===== config.mk =====
export PLATFORM = sky130hd
export DESIGN_NAME = tft_rx_monitor
export DESIGN_NICKNAME = d
export VERILOG_FILES = /design/src/rtl/tft_rx_monitor.sv
export SDC_FILE = /design/constraint.sdc
export NUM_CORES = 1
export LEC_CHECK = 0
export ABC_CLOCK_PERIOD_IN_PS = 3800
export CAP_MARGIN = 0
export CORE_ASPECT_RATIO = 0.5
export CORE_UTILIZATION = 40
export DETAILED_ROUTE_END_ITERATION = 8
export SYNTH_ARGS = -nofsm -noshare
export SYNTH_HDL_FRONTEND = slang
export SYNTH_SLANG_ARGS = --single-unit
export TNS_END_PERCENT = 50

===== constraint.sdc =====
create_clock -name clk -period 3.8 [get_ports clk]
set_input_delay 1.14 -clock clk [delete_from_list [all_inputs] [get_ports clk]]
set_output_delay 1.14 -clock clk [all_outputs]
set_load 0.01 [all_outputs]

===== src/rtl/tft_rx_monitor.sv =====
// Receive-side TFT panel monitor: decodes DCLK/DE/RGB back into RGB565 pixels with X/Y and checks geometry.
// Optional frame CRC-16-CCITT output is built when TFT_RX_CRC_EN is defined.
module tft_rx_monitor #(
    parameter int H_ACTIVE   = 800,
    parameter int V_ACTIVE   = 480,
    parameter int VBLANK_GAP = 1200
) (
    input  logic        clk,
    input  logic        rst,
    input  logic        DCLK,
    input  logic        DE,
    input  logic [5:0]  R,
    input  logic [5:0]  G,
    input  logic [5:0]  B,
    input  logic        err_clr,
    output logic        pix_valid,
    output logic [15:0] pix_data,
    output logic [9:0]  pix_x,
    output logic [8:0]  pix_y,
    output logic        frame_start,
    output logic        line_done,
    output logic        frame_done,
    output logic        locked,
    output logic        err_line_len,
    output logic        err_frame_lines
`ifdef TFT_RX_CRC_EN
    ,
    output logic [15:0] frame_crc,
    output logic [0:0]  crc_valid
`endif
);

    localparam logic [1:0] ST_SEARCH = 2'd0;
    localparam logic [1:0] ST_VBLANK = 2'd1;
    localparam logic [1:0] ST_ACTIVE = 2'd2;
    localparam logic [1:0] ST_HBLANK = 2'd3;

    localparam logic [10:0] H_ACT_C = 11'(H_ACTIVE);
    localparam logic [9:0]  V_ACT_C = 10'(V_ACTIVE);
    localparam logic [10:0] GAP_C   = 11'(VBLANK_GAP);

    logic        dclk_q_r;
    logic [1:0]  state_r;
    logic [10:0] gap_r;
    logic [10:0] x_r;
    logic [9:0]  y_r;

    logic        tick_s;
    logic [10:0] gap_inc_s;
    logic        gap_hit_s;
    logic [10:0] x_inc_s;
    logic [9:0]  y_inc_s;
    logic        in_win_s;
    logic [15:0] rgb565_s;
    logic        unused_lsb_s;

    logic [1:0]  state_nxt_s;
    logic [10:0] x_nxt_s;
    logic [9:0]  y_nxt_s;
    logic        emit_s;
    logic [9:0]  emit_x_s;
    logic [8:0]  emit_y_s;
    logic        fs_s;
    logic        ld_s;
    logic        fd_s;
    logic        lock_set_s;
    logic        set_line_s;
    logic        set_frame_s;

    assign tick_s       = DCLK & ~dclk_q_r;
    assign gap_inc_s    = (gap_r == 11'h7FF) ? gap_r : gap_r + 11'd1;
    assign gap_hit_s    = tick_s & ~DE & (gap_inc_s >= GAP_C);
    assign x_inc_s      = (x_r == 11'h7FF) ? x_r : x_r + 11'd1;
    assign y_inc_s      = (y_r == 10'h3FF) ? y_r : y_r + 10'd1;
    assign in_win_s     = (x_r < H_ACT_C) && (y_r < V_ACT_C);
    assign rgb565_s     = {R[5:1], G[5:0], B[5:1]};
    assign unused_lsb_s = R[0] ^ B[0];

    // Next-state, coordinate and pulse decode for the line/frame tracker.
    always_comb begin
        state_nxt_s = state_r;
        x_nxt_s     = x_r;
        y_nxt_s     = y_r;
        emit_s      = 1'b0;
        emit_x_s    = x_r[9:0];
        emit_y_s    = y_r[8:0];
        fs_s        = 1'b0;
        ld_s        = 1'b0;
        fd_s        = 1'b0;
        lock_set_s  = 1'b0;
        set_line_s  = 1'b0;
        set_frame_s = 1'b0;
        if (tick_s) begin
            case (state_r)
                ST_SEARCH: begin
                    if (gap_hit_s) begin
                        state_nxt_s = ST_VBLANK;
                        lock_set_s  = 1'b1;
                    end else begin
                        state_nxt_s = ST_SEARCH;
                    end
                end
                ST_VBLANK: begin
                    if (DE) begin
                        emit_s      = 1'b1;
                        emit_x_s    = 10'd0;
                        emit_y_s    = 9'd0;
                        fs_s        = 1'b1;
                        x_nxt_s     = 11'd1;
                        y_nxt_s     = 10'd0;
                        state_nxt_s = ST_ACTIVE;
                    end else begin
                        state_nxt_s = ST_VBLANK;
                    end
                end
                ST_ACTIVE: begin
                    if (DE) begin
                        emit_s  = in_win_s;
                        x_nxt_s = x_inc_s;
                    end else begin
                        ld_s        = 1'b1;
                        set_line_s  = (x_r != H_ACT_C);
                        y_nxt_s     = y_inc_s;
                        state_nxt_s = ST_HBLANK;
                    end
                end
                ST_HBLANK: begin
                    if (DE) begin
                        // x=0 is always inside the window, only the line can be out of range
                        emit_s      = (y_r < V_ACT_C);
                        emit_x_s    = 10'd0;
                        x_nxt_s     = 11'd1;
                        state_nxt_s = ST_ACTIVE;
                    end else if (gap_hit_s) begin
                        fd_s        = 1'b1;
                        set_frame_s = (y_r != V_ACT_C);
                        y_nxt_s     = 10'd0;
                        state_nxt_s = ST_VBLANK;
                    end else begin
                        state_nxt_s = ST_HBLANK;
                    end
                end
                default: begin
                    state_nxt_s = ST_SEARCH;
                end
            endcase
        end else begin
            state_nxt_s = state_r;
        end
    end

    // Tracker state: DCLK edge history, saturating gap counter, position counters.
    always_ff @(posedge clk) begin
        if (!rst) begin
            dclk_q_r <= 1'b0;
            state_r  <= ST_SEARCH;
            gap_r    <= 11'd0;
            x_r      <= 11'd0;
            y_r      <= 10'd0;
        end else begin
            dclk_q_r <= DCLK;
            state_r  <= state_nxt_s;
            x_r      <= x_nxt_s;
            y_r      <= y_nxt_s;
            if (tick_s) begin
                gap_r <= DE ? 11'd0 : gap_inc_s;
            end else begin
                gap_r <= gap_r;
            end
        end
    end

    // Registered pixel stream and event pulses; pixel fields hold between pixels.
    always_ff @(posedge clk) begin
        if (!rst) begin
            pix_valid   <= 1'b0;
            pix_data    <= 16'd0;
            pix_x       <= 10'd0;
            pix_y       <= 9'd0;
            frame_start <= 1'b0;
            line_done   <= 1'b0;
            frame_done  <= 1'b0;
            locked      <= 1'b0;
        end else begin
            pix_valid   <= emit_s;
            frame_start <= fs_s;
            line_done   <= ld_s;
            frame_done  <= fd_s;
            locked      <= locked | lock_set_s;
            if (emit_s) begin
                pix_data <= rgb565_s;
                pix_x    <= emit_x_s;
                pix_y    <= emit_y_s;
            end else begin
                pix_data <= pix_data;
                pix_x    <= pix_x;
                pix_y    <= pix_y;
            end
        end
    end

    // Sticky geometry errors; a new detection beats a simultaneous clear.
    always_ff @(posedge clk) begin
        if (!rst) begin
            err_line_len    <= 1'b0;
            err_frame_lines <= 1'b0;
        end else begin
            err_line_len    <= set_line_s  | (err_line_len    & ~err_clr);
            err_frame_lines <= set_frame_s | (err_frame_lines & ~err_clr);
        end
    end

`ifdef TFT_RX_CRC_EN
    logic [15:0] crc_r;

    function automatic logic [15:0] crc16_ccitt(input logic [15:0] crc_in, input logic [15:0] data);
        logic [15:0] c;
        logic        fb;
        c = crc_in;
        for (int i = 15; i >= 0; i--) begin
            fb = c[15] ^ data[i];
            c  = {c[14:0], 1'b0} ^ (fb ? 16'h1021 : 16'h0000);
        end
        return c;
    endfunction

    // Running frame CRC, reseeded by the first pixel of every frame and published on frame end.
    always_ff @(posedge clk) begin
        if (!rst) begin
            crc_r     <= 16'hFFFF;
            frame_crc <= 16'h0000;
            crc_valid <= 1'b0;
        end else begin
            crc_valid <= fd_s;
            if (emit_s) begin
                crc_r <= crc16_ccitt(fs_s ? 16'hFFFF : crc_r, rgb565_s);
            end else begin
                crc_r <= crc_r;
            end
            if (fd_s) begin
                frame_crc <= crc_r;
            end else begin
                frame_crc <= frame_crc;
            end
        end
    end
`endif

endmodule

# --- Word-level counts from Yosys, hierarchy flattened ---
# Cells that the tools add are included.
totals:
  reg_bits: 77
  input_bits: 23
  wordCells: 102
op_classes:
  n_addsub: 3
  order_cmp: 3
  eq_ne: 16
  n_mux: 40
  bitwise_logic: 14
  reduce_logical: 11
op_table:
  columns: ["operator", "count"]
  rows:
  - ["$mux W10", 8]
  - ["$mux W11", 5]
  - ["$pmux W10 S3", 1]
  - ["$mux W9", 3]
  - ["$add A11 B1 Y11 const B", 2]
  - ["$eq A11 B11 Y1 const B", 2]
  - ["$pmux W11 S2", 1]
  - ["$mux W1", 16]
  - ["$ne A2 B2 Y1 const B", 7]
  - ["$ge A11 B11 Y1 const B", 1]
  - ["$lt A11 B10 Y1 const B", 1]
  - ["$ne A11 B10 Y1 const B", 1]
  - ["$add A10 B1 Y10 const B", 1]
  - ["$eq A10 B10 Y1 const B", 1]
  - ["$lt A10 B9 Y1 const B", 1]
  - ["$ne A10 B9 Y1 const B", 1]
  - ["$mux W2", 4]
  - ["$pmux W2 S4", 1]
  - ["$reduce_and A7 Y1", 1]
  - ["$not A1 Y1", 6]
  - ["$reduce_and A3 Y1", 2]
  - ["$and A1 B1 Y1", 5]
  - ["$reduce_and A5 Y1", 1]
  - ["$eq A2 B2 Y1 const B", 2]
  - ["other kinds (11)", 13]

# --- Longest topological paths before layout ---
depth:
  depth_word: 9
  ltp_mapped: 9

# --- Least setup slack after synthesis ---
# No wires, ideal clock.
synth_path:
  path_kind: "input to register"
  from: "input port DE"
  to: "register y_r[7]"
  setup_ps: 74
  arrival_ps: 2396
  required_time_ps: 3726
  slack_ps: 1330
  path_stages: 7
  n_path_buf: 1
  cell_sequence: "buf_2 nand2b_1 a21oi_1 o31ai_4 nor2_2 a41oi_1 a31oi_4"
synth_via:
  elab_chain_cells: 5
  elab_cells_between_ends: 8
synth_lines:
  columns: ["item", "line_no", "rtl"]
  rows:
  - ["from (decl)", "11", "input logic DE,"]
  - ["$not A1 Y1", "72", "assign gap_hit_s = tick_s & ~DE & (gap_inc_s >= GAP_C);"]
  - ["$and A1 B1 Y1 (2 in a row)", "72", null]
  - ["$ne A2 B2 Y1 (no line)", null, null]
  - ["$reduce_and A7 Y1 (no line) (*)", null, null]
  - ["to (signal assigned)", "164", "y_r <= y_nxt_s;"]
  - ["to (decl)", "46", "logic [9:0] y_r;"]
# Every way passes the cells marked *; elsewhere a longest branch is shown, timed or not.
# A chain may end at the register's enable or synchronous reset.

# --- Worst setup path in the final report ---
# Same ends and word-level chain as after synthesis.

==> flow_summary.yaml <==
clocking:
  htree_num_levels: 3
  root_buffer: "clkbuf_16"
  insertion_delay_ns: 0.33
  postCtsSetupRepairBufs: 0
  cts.clk_slew.worst_paths_ns: 0.06
  cts_buffers: 9
  post_cts_resized: 0
  cts_sinks: 77
  ctsHoldBuffers: 0
  cts_tree: "done"
  cts.path.max_buffers: 2
critical_path:
  cp-endpoint: "y_r[7]"
  timing.rr.start: "gap_r[1]"
  path_max_fanout: 10
  cp-start-kind: "input pin"
  worstSetupPathType: "input pin to flop"
  rr_endpoint: "gap_r[0]"
  endpoint_kind: "flop"
  worstRegToRegCells: 7
  startpoint: "DE"
  crit_arrival_ns: 3.19
  regToRegSetupSlack_ns: 1.53
  cp.required_ns: 4.06
die:
  core-area_sq_um: 8259
  die-area_sq_um: 9214
  ios: 65
  start_util: 0.4268
  die_y_microns: 68.38
  row_count: 23
  die_x_microns: 134.8
drt:
  viasPerCell: 5.424
  dr.max_layer_used: "met4"
  met2WireLength_microns: 3841
  routed-via-count: 2907
  wl_met1_microns: 3932
  routed_wl_microns: 8153
  drc: 0
  drt_first_pass_iters: 4
  wl_per_cell_microns: 15.21
  antenna_left: 0
  wl_met3_microns: 339
  drt-initial-drc-count: 250
placed_design:
  hpwlAfterDp_microns: 5878
  numPortBuffers: 62
  routabilityCongestion: 0.8906
final_layout:
  register_area_sq_um: 1541
  syn_to_final_growth_pct: 29.18
  nFillCells: 710
  nets: 447
  final_core_util: 0.5513
  multiInputGateArea_sq_um: 1797
  num_antenna_cells: 0
  drive_gt1_frac: 0.1321
  layout_common_cells: "77 x dfxtp_1, 62 x clkdlybuf4s50_1, 39 x nor2_1, 24 x nand2_1, 20 x a22o_1"
  final_common_cell: "dfxtp_1"
synth:
  synth_area_per_cell_sq_um: 9.764
  synth_flop_cell: "dfxtp_1"
  postSynthCellCount: 361
  yosys_warnings: 0
  ys_seq_area_frac: 0.4373
  ys_seq_elements: 77
  synth.distinct_cells: 62
  synthArstFlopShare: 0
  synth_area_sq_um: 3525
  synth_nets: 389
  synth_edf_count: 0
global_route:
  grt_overflow_total: 0
  grt_max_degree: 20
  grt_pass1_wl_microns: 13460
  track_usage: 0.1889
  grt_pass1_vias: 2749
  antenna_found_initial: 0
timing:
  fin_crit_sh: 0.7717
  rsz0062_at_grt: "false"
  worst_slew_pin_slew_ns: 0.6765
  fmax_mhz: 341.0
  finalSetupViolCount: 0
  setup_tns_ns: 0
  finalMaxSlewViolations: 0
  skew_ns: 0.004589
  min_period_ns: 2.933
  relSlewSlack: 0.5460
  hold_violations: 0
outcome:
  status: "finished, final reports clean"
pwr:
  clockPowerShare: 0.527
  p_sw_frac: 0.1999
  combinationalPowerShare: 0.035
  power_density_nw_per_um2: 406.3
  p_seq_frac: 0.438
  intPower_mw: 1.480
  power.leakage_nw: 1.631
  net-switching-power_mw: 0.3697
  vdd_drop_max_v: 0.0002238
job:
  maxCapViolCount: 0
worst_hold_path:
  hp-class: "flop to flop"
[worst max-delay path: stages]
cell and delay [ns]:
clkdlybuf4s50_1 0.67, nand2_1 0.16, a21oi_1 0.29, o31ai_4 0.14, nor2_2 0.37, a41oi_1 0.22, a31oi_4 0.18
[power groups by stage]
stage | clock (mW) | combinational [mW] | sequential (mW)
2_1_floorplan | 0 | 0.0344 | 0.827
3_3_place_gp | 0 | 0.0628 | 0.828
3_5_place_dp | 0 | 0.0650 | 0.828
4_1_cts | 0.994 | 0.0654 | 0.810
5_1_grt | 1.04 | 0.0701 | 0.809
6_report | 0.975 | 0.0650 | 0.810
[flip-flops by register name (all words and copies together) (netlist names), 2 cells and up]
name and count:
pix_y 9, pix_x 10, pix_data 16, gap_r 11, y_r 10, state_r 2, x_r 11
[worst min path at each step]
stage,startpoint,end,slack [ns],cells after the start
floorplan,x_r[10],x_r[10],0.47,2
global placement,err_frame_lines,err_frame_lines,0.46,2
detailed placement,err_frame_lines,err_frame_lines,0.44,2
CTS,err_frame_lines,err_frame_lines,0.46,2
global route,err_frame_lines,err_frame_lines,0.49,2
finish,err_frame_lines,err_frame_lines,0.45,2
[metal layers]
metal	vias up	track usage
li1	1438	-
met1	1404	0.2436
met2	60	0.3157
met3	5	0.04889
met4	0	0.05478
met5	-	0
[cells in the mapped netlist (4+ instances only)]
cell type,n,share of area
ha_1,5,0.018
dfxtp_1,77,0.44
and3_1,9,0.016
nand4_1,13,0.023
a31oi_4,5,0.030
a31oi_1,8,0.014
xor2_1,8,0.020
buf_2,5,0.0071
a22o_1,20,0.050
o21ai_0,10,0.014
nand3_1,8,0.011
inv_1,10,0.011
buf_4,5,0.011
a21oi_2,4,0.0099
a21oi_1,17,0.024
clkbuf_1,5,0.0053
mux2i_1,16,0.045
nand2_1,24,0.026
nor2_1,39,0.042
nor3_1,4,0.0057
o21a_1,5,0.011
[cells by family after synthesis]
logic type | share of synthesized area
compound gates | 0.2375
mux | 0.04544
buf+inv | 0.05467
flops | 0.4373
simple gates | 0.1874
fa+ha+maj | 0.01775
xor+xnor | 0.01988
[through the flow]
| stage | setup WS [ns] | std cells | instance area, sq um | power (mW) | hold WS [ns] |
|---|---|---|---|---|---|
| 2_1_floorplan | 1.330 | 361 | 3525 | 0.8617 | 0.4662 |
| 3_3_place_gp | 0.6114 | 520 | 4213 | 0.8904 | 0.4594 |
| 3_5_place_dp | 0.5192 | 520 | 4213 | 0.8926 | 0.4449 |
| 4_1_cts | 0.8633 | 536 | 4553 | 1.869 | 0.4576 |
| 5_1_grt | 0.7432 | 536 | 4553 | 1.920 | 0.4874 |
| 6_report | 0.8675 | 536 | 4553 | 1.850 | 0.4497 |
[area by class of cell]
cell class | instances | share of cell area
Inverter | 11 | 0.009068
Clock buffer | 10 | 0.05029
Clock inverter | 6 | 0.02446
Tap cell | 112 | 0.03078
Multi-Input combinational cell | 250 | 0.3946
Timing Repair Buffer | 70 | 0.1522
Sequential cell | 77 | 0.3386
(Power assumes the default switching activity.)
